[src/rtl/clk_gate_pkg.sv]
// Shared types and constants for the per-unit clock-gating controller.
package clk_gate_pkg;

  // Per-unit gating state. CG_RUN is the reset state and has encoding 0.
  typedef enum logic [1:0] {
    CG_RUN   = 2'd0,
    CG_GATED = 2'd1,
    CG_WAKE  = 2'd2
  } cg_state_t;

  // Value of every clock enable while reset is asserted (all units clocked).
  localparam logic CG_RST_EN = 1'b1;

endpackage

[src/rtl/rr_arbiter.sv]
// Combinational round-robin picker: grants the first requester at or above
// ptr, wrapping around. The pointer register is owned by the caller.
module rr_arbiter #(
  parameter int N  = 4,
  parameter int PW = (N > 1) ? $clog2(N) : 1
) (
  input  logic [N-1:0]  req,
  input  logic [PW-1:0] ptr,
  input  logic          en,
  output logic [N-1:0]  gnt,
  output logic [PW-1:0] gnt_idx
);

  logic [PW-1:0] w_idx;
  logic          w_found;

  // Scan N positions starting at ptr; the first asserted request wins.
  always_comb begin
    gnt     = '0;
    gnt_idx = '0;
    w_idx   = '0;
    w_found = 1'b0;
    for (int i = 0; i < N; i++) begin
      w_idx = PW'((int'(ptr) + i) % N);
      if (en && !w_found && req[w_idx]) begin
        w_found    = 1'b1;
        gnt[w_idx] = 1'b1;
        gnt_idx    = w_idx;
      end
    end
  end

endmodule

[src/rtl/clk_gate_ctrl.sv]
// Per-unit clock-gating controller. Each unit runs a RUN/GATED/WAKE FSM;
// idle units are gated after a programmable idle streak, and gated units
// with pending work are woken one at a time through a round-robin arbiter.
//
// Request/grant semantics: a unit raises w_pend while it is GATED and has a
// wake reason. w_gnt is valid only in cycles where no unit is in WAKE; a
// granted unit moves to WAKE on the next edge, which drops its request. A
// request held without grant simply waits; nothing is queued or lost.
module clk_gate_ctrl
  import clk_gate_pkg::*;
#(
  parameter int NUNITS = 4,
  parameter int IDLE_W = 8,
  parameter int LAT_W  = 3
) (
  input  logic                clk,
  input  logic                rst,
  input  logic [IDLE_W-1:0]   cfg_idle_thresh,
  input  logic [LAT_W-1:0]    cfg_wake_lat,
  input  logic                force_on,
  input  logic [NUNITS-1:0]   unit_busy,
  input  logic [NUNITS-1:0]   wake_req,
  output logic [NUNITS-1:0]   clk_en,
  output logic [NUNITS-1:0]   gated,
  output logic [NUNITS-1:0]   wake_ack,
  output logic [2*NUNITS-1:0] dbg_state,
  output logic [((NUNITS > 1) ? $clog2(NUNITS) : 1)-1:0] dbg_rr_ptr
);

  localparam int PTR_W = (NUNITS > 1) ? $clog2(NUNITS) : 1;

  logic [NUNITS-1:0] w_pend;
  logic [NUNITS-1:0] w_in_wake;
  logic [NUNITS-1:0] w_gnt;
  logic [PTR_W-1:0]  w_gnt_idx;
  logic [PTR_W-1:0]  w_ptr_nxt;
  logic [PTR_W-1:0]  r_rr_ptr;
  logic              w_arb_en;
  logic [LAT_W-1:0]  w_lat_load;

  // A zero wake latency still clocks the unit for one cycle.
  assign w_lat_load = (cfg_wake_lat == '0) ? LAT_W'(1) : cfg_wake_lat;

  // Only one unit may be waking at a time to bound inrush current.
  assign w_arb_en  = ~(|w_in_wake);
  assign w_ptr_nxt = PTR_W'((int'(w_gnt_idx) + 1) % NUNITS);

  rr_arbiter #(.N(NUNITS), .PW(PTR_W)) u_arb (
    .req     (w_pend),
    .ptr     (r_rr_ptr),
    .en      (w_arb_en),
    .gnt     (w_gnt),
    .gnt_idx (w_gnt_idx)
  );

  // Round-robin pointer advances past each granted unit.
  always_ff @(posedge clk) begin
    if (rst) begin
      r_rr_ptr <= '0;
    end else if (|w_gnt) begin
      r_rr_ptr <= w_ptr_nxt;
    end
  end

  assign dbg_rr_ptr = r_rr_ptr;

  for (genvar u = 0; u < NUNITS; u++) begin : g_unit
    cg_state_t          r_state;
    cg_state_t          w_state_nxt;
    logic [IDLE_W-1:0]  r_idle_cnt;
    logic [IDLE_W-1:0]  w_idle_nxt;
    logic [LAT_W-1:0]   r_lat_cnt;
    logic [LAT_W-1:0]   w_lat_nxt;
    logic               w_idle;
    logic               w_hit;
    logic               w_ack_nxt;
    logic               r_clk_en;
    logic               r_gated;
    logic               r_wake_ack;

    assign w_idle = !unit_busy[u] && !wake_req[u];
    // True when this cycle completes (or passes) the threshold idle streak.
    assign w_hit  = ({1'b0, r_idle_cnt} + (IDLE_W + 1)'(1)) >= {1'b0, cfg_idle_thresh};

    assign w_pend[u]    = (r_state == CG_GATED) && (wake_req[u] || unit_busy[u] || force_on);
    assign w_in_wake[u] = (r_state == CG_WAKE);

    // Next-state, counter and ack-pulse logic for one unit.
    always_comb begin
      w_state_nxt = r_state;
      w_idle_nxt  = r_idle_cnt;
      w_lat_nxt   = r_lat_cnt;
      w_ack_nxt   = 1'b0;
      case (r_state)
        CG_RUN: begin
          if (w_idle) begin
            w_idle_nxt = (r_idle_cnt == '1) ? r_idle_cnt : r_idle_cnt + IDLE_W'(1);
            if ((cfg_idle_thresh != '0) && !force_on && w_hit) begin
              w_state_nxt = CG_GATED;
              w_idle_nxt  = '0;
            end
          end else begin
            w_idle_nxt = '0;
          end
        end
        CG_GATED: begin
          w_idle_nxt = '0;
          if (w_gnt[u]) begin
            w_state_nxt = CG_WAKE;
            w_lat_nxt   = w_lat_load;
          end
        end
        CG_WAKE: begin
          w_idle_nxt = '0;
          if (r_lat_cnt <= LAT_W'(1)) begin
            w_state_nxt = CG_RUN;
            w_lat_nxt   = '0;
            w_ack_nxt   = 1'b1;
          end else begin
            w_lat_nxt = r_lat_cnt - LAT_W'(1);
          end
        end
        default: begin
          w_state_nxt = CG_RUN;
          w_idle_nxt  = '0;
          w_lat_nxt   = '0;
        end
      endcase
    end

    // State, counters and registered outputs; outputs follow the next state
    // so the gating cells see a clean flop output.
    always_ff @(posedge clk) begin
      if (rst) begin
        r_state    <= CG_RUN;
        r_idle_cnt <= '0;
        r_lat_cnt  <= '0;
        r_clk_en   <= CG_RST_EN;
        r_gated    <= 1'b0;
        r_wake_ack <= 1'b0;
      end else begin
        r_state    <= w_state_nxt;
        r_idle_cnt <= w_idle_nxt;
        r_lat_cnt  <= w_lat_nxt;
        r_clk_en   <= (w_state_nxt != CG_GATED);
        r_gated    <= (w_state_nxt == CG_GATED);
        r_wake_ack <= w_ack_nxt;
      end
    end

    assign clk_en[u]          = r_clk_en;
    assign gated[u]           = r_gated;
    assign wake_ack[u]        = r_wake_ack;
    assign dbg_state[2*u +: 2] = r_state;
  end

endmodule

[config.mk]
export PLATFORM = sky130hd
export DESIGN_NAME = clk_gate_ctrl
export DESIGN_NICKNAME = d
export VERILOG_FILES = /design/src/rtl/clk_gate_pkg.sv /design/src/rtl/rr_arbiter.sv /design/src/rtl/clk_gate_ctrl.sv
export SDC_FILE = /design/constraint.sdc
export NUM_CORES = 1
export LEC_CHECK = 0
export CORE_ASPECT_RATIO = 0.7
export CORE_UTILIZATION = 45
export CTS_BUF_LIST = sky130_fd_sc_hd__clkbuf_8 sky130_fd_sc_hd__clkbuf_16
export CTS_CLUSTER_DIAMETER = 120
export DETAILED_ROUTE_END_ITERATION = 7
export PLACE_DENSITY_LB_ADDON = 0.08
export SLEW_MARGIN = 0
export SYNTH_ARGS = -nofsm -noshare
export SYNTH_HDL_FRONTEND = slang
export SYNTH_SLANG_ARGS = --single-unit
[constraint.sdc]
create_clock -name clk -period 4.7 [get_ports clk]
set_clock_uncertainty 0.05 [all_clocks]
set_input_delay 1.41 -clock clk [delete_from_list [all_inputs] [get_ports clk]]
set_output_delay 1.41 -clock clk [all_outputs]
set_load 0.005 [all_outputs]
==> flow_summary.ini <==
[outcome]
outcome = complete, but fails checks
violations = design-rule violations

[timing]
setup_tns_ns = 0
fin_ws_ns = 0.534
fin_hold_ws_ns = 0.439
setup_viol = 0
tightestPinTransition_ns = 0.585
finalCriticalPeriod_ns = 4.17
fmax_mhz = 240
maxSlewHeadroom_pct = 61.0
rsz0062_at_grt = false
hold_viol = 0
period_share_pct = 88.6
maxSlewViolCount = 0

[drt]
first_pass_iters = 8
vias = 4091
drtAntennaViolNets = 0
routed_via_density = 5.51
routedWlPerCell_um = 15.5
routed_wl_mm = 11.5
drtIter0Drc = 266
drc = 4

[cells_and_area]
antenna-diode-count = 0
nets = 692
drive_gt1_share_pct = 6.71
area_growth_pct = 16.6
fill_cells = 980

[die]
ios = 44
core_mm2 = 0.0103
die_h_um = 88.1
die_w_um = 125
die-area_mm2 = 0.0110
start_util_pct = 46.2
num_rows = 31

[placed_design]
gp_congestion = 0.880
port_buffers = 43
place_ws_ns = 0.184
dpl.hpwl_mm = 9.03

[clock_network]
clockRootBuffer = clkbuf_16
cts_setup_buffers = 0
numCtsBuffers = 9
h-tree-depth = 3
clkTransAtPathRegs_ns = 0.06
cts_tree = built
cts_resized = 0
ctsHoldBuffers = 0
clkLatencyLatePin_ns = 0.34
cts_buffer_depth = 2
cts_num_sinks = 66

[grt]
grt_pass1_wl_mm = 18.8
grt_max_degree = 20
grt_overflow = 0
grt_pass1_vias = 3695
grtUsageTotal_pct = 22.0
antenna_found_initial = 0

[yosys]
synth.top_cell.area_share_pct = 27.7
ys_warn_count = 0
ys.flop_type = dfxtp_1
synth_edf_count = 0
synth_top_area_cell = dfxtp_1
syn_area_mm2 = 0.00476
yosys-top-cells-area = dfxtp_1 28%, ha_1 17%, a21oi_1 5.7%
synth_cell_types = 65
synthCells = 571
avgSynthCellArea_um2 = 8.34
yosys_register_bits = 66
syn_nets = 657
ys_seq_area_share_pct = 27.7
synth-async-reset-ratio_pct = 0

[setup_path]
cp-end-kind = register
path_buf_inv = 2
crit_start = force_on
required_ns = 4.91
reg2reg_depth = 10
critPathLaunchType = input pin
cp-endpoint = g_unit[0].r_lat_cnt[1]
crit_chain = clkdlybuf4s50_1 -> buf_4 -> o31ai_4 -> nand2_1 -> mux4_2 -> or4_4 -> o211a_1 -> a21o_1 -> or3b_1 -> a21oi_1
reg2reg_from = dbg_rr_ptr[1]
r2r_slack_ns = 1.18
critical_path.max_fanout = 10
slowest_stage = mux4_2
criticalPathCategory = input pin to register
critPathTopFamily = compound AO/OA/AOI/OAI gates
cpPeakStageDelay_ns = 0.55
crit_arrival_ns = 4.38
crit_cells = 10
reg2reg_to = dbg_rr_ptr[1]

[power_and_ir_drop]
pwr_density_cell_mw_per_mm2 = 241
seqPwrFrac_pct = 42.1
p_leak_nw = 2.36
p_sw_share_pct = 23.6
comb_power_share_pct = 6.1
pwr-share-clk_pct = 51.7
p_int_mw = 1.02
irDropWorstVdd_uv = 138
p_sw_mw = 0.317

[job]
maxCapViolCount = 0

[min_path]
worstHoldPathType = register to register
==> worst min path at each step <==
stage	start	to	slack [ns]	cells after the start
after floorplan	g_unit[0].r_lat_cnt[1]	g_unit[0].r_lat_cnt[1]	0.40	2
after detailed placement	g_unit[0].r_lat_cnt[2]	g_unit[0].r_lat_cnt[2]	0.43	2
after global routing	g_unit[3].r_lat_cnt[1]	g_unit[3].r_lat_cnt[1]	0.46	2
after global placement	g_unit[0].r_lat_cnt[1]	g_unit[0].r_lat_cnt[1]	0.42	2
final	g_unit[0].r_lat_cnt[2]	g_unit[0].r_lat_cnt[2]	0.44	2
after CTS	g_unit[0].r_lat_cnt[2]	g_unit[0].r_lat_cnt[2]	0.44	2
==> per-layer routing <==
| layer | GRT usage (%) | share of wire, % |
|---|---|---|
| met3 | 4.89 | 5.3 |
| met2 | 30.6 | 40 |
| met4 | 7.65 | 1.3 |
| met5 | 0 | 0 |
| met1 | 32.9 | 53 |
==> worst min-delay path: stages (launching register included) <==
cell and delay, ns:
dfxtp_1 0.33, nand2_1 0.06, a21oi_1 0.05
==> state kept, by name, summed over array words and instances (netlist names) <==
| signal | flops |
|---|---|
| g_unit.r_idle_cnt | 32 |
| g_unit.r_lat_cnt | 12 |
| g_unit.r_state | 8 |
| g_unit.r_clk_en | 4 |
| g_unit.r_gated | 4 |
| g_unit.r_wake_ack | 4 |
| dbg_rr_ptr | 2 |
==> layout make-up <==
| class | instances | area [um2] | share of cell area, % |
|---|---|---|---|
| multi-input combinational | 424 | 3080 | 55.5 |
| tap | 132 | 165 | 2.97 |
| clock buffer | 10 | 239 | 4.30 |
| inverter | 57 | 214 | 3.85 |
| clock inverter | 6 | 65.1 | 1.17 |
| timing repair buffer | 48 | 468 | 8.43 |
| sequential | 66 | 1320 | 23.8 |
==> cell families (layout without fill, tap and decap cells) <==
group | count (synthesis) | count (layout) | share of synthesized area, %
buffers and inverters | 81 | 121 | 7.56
flip-flops | 66 | 66 | 27.7
adder cells (fa/ha/maj) | 64 | 64 | 16.8
XOR/XNOR | 32 | 32 | 5.88
AO/OA/AOI/OAI | 142 | 142 | 21.0
multiplexers | 9 | 9 | 2.68
AND/OR/NAND/NOR | 177 | 177 | 18.3
==> through the flow <==
stage	std cells	utilization (%)	total power, mW	area [um2]
2_1_floorplan	571	-	0.619	4760
3_3_place_gp	727	50.9	0.657	5250
3_5_place_dp	727	50.9	0.659	5250
4_1_cts	743	53.8	1.36	5550
5_1_grt	743	53.8	1.39	5550
6_report	743	53.8	1.34	5550
==> layout by cell type (no fill, tap or decap), types with 9 or more instances in the layout <==
cell type,synthesis,routed
nor2_1,40,40
clkbuf_16,0,9
a21oi_1,54,54
nand2_1,49,49
dfxtp_1,66,66
a31oi_1,11,11
ha_1,64,64
inv_1,56,56
o21ai_0,18,18
clkdlybuf4s50_1,0,43
nor3_1,10,10
xnor2_1,24,24
nand2b_1,14,14
nand3_1,25,25
==> power groups by stage <==
stage	Clock [mW]	Combinational, mW	Sequential, mW
after global routing	0.732	0.0917	0.565
final	0.694	0.0824	0.565
after CTS	0.708	0.0828	0.564
after global placement	0	0.0807	0.577
after detailed placement	0	0.0825	0.577
after floorplan	0	0.0427	0.576
==> synthesized netlist by cell type, drive strengths merged (5+ instances only) <==
cell	count
o31ai	5
xor2	8
nand2b	14
dfxtp	66
nor2	40
o21bai	6
nor3b	5
clkbuf	8
nor3	10
inv	56
a21o	6
ha	64
nand3	25
and3	6
a21oi	54
mux2i	6
xnor2	24
buf	16
nor4	5
nand2	49
a31oi	11
o21ai	20
No activity file was read; power rests on OpenSTA's default activity.
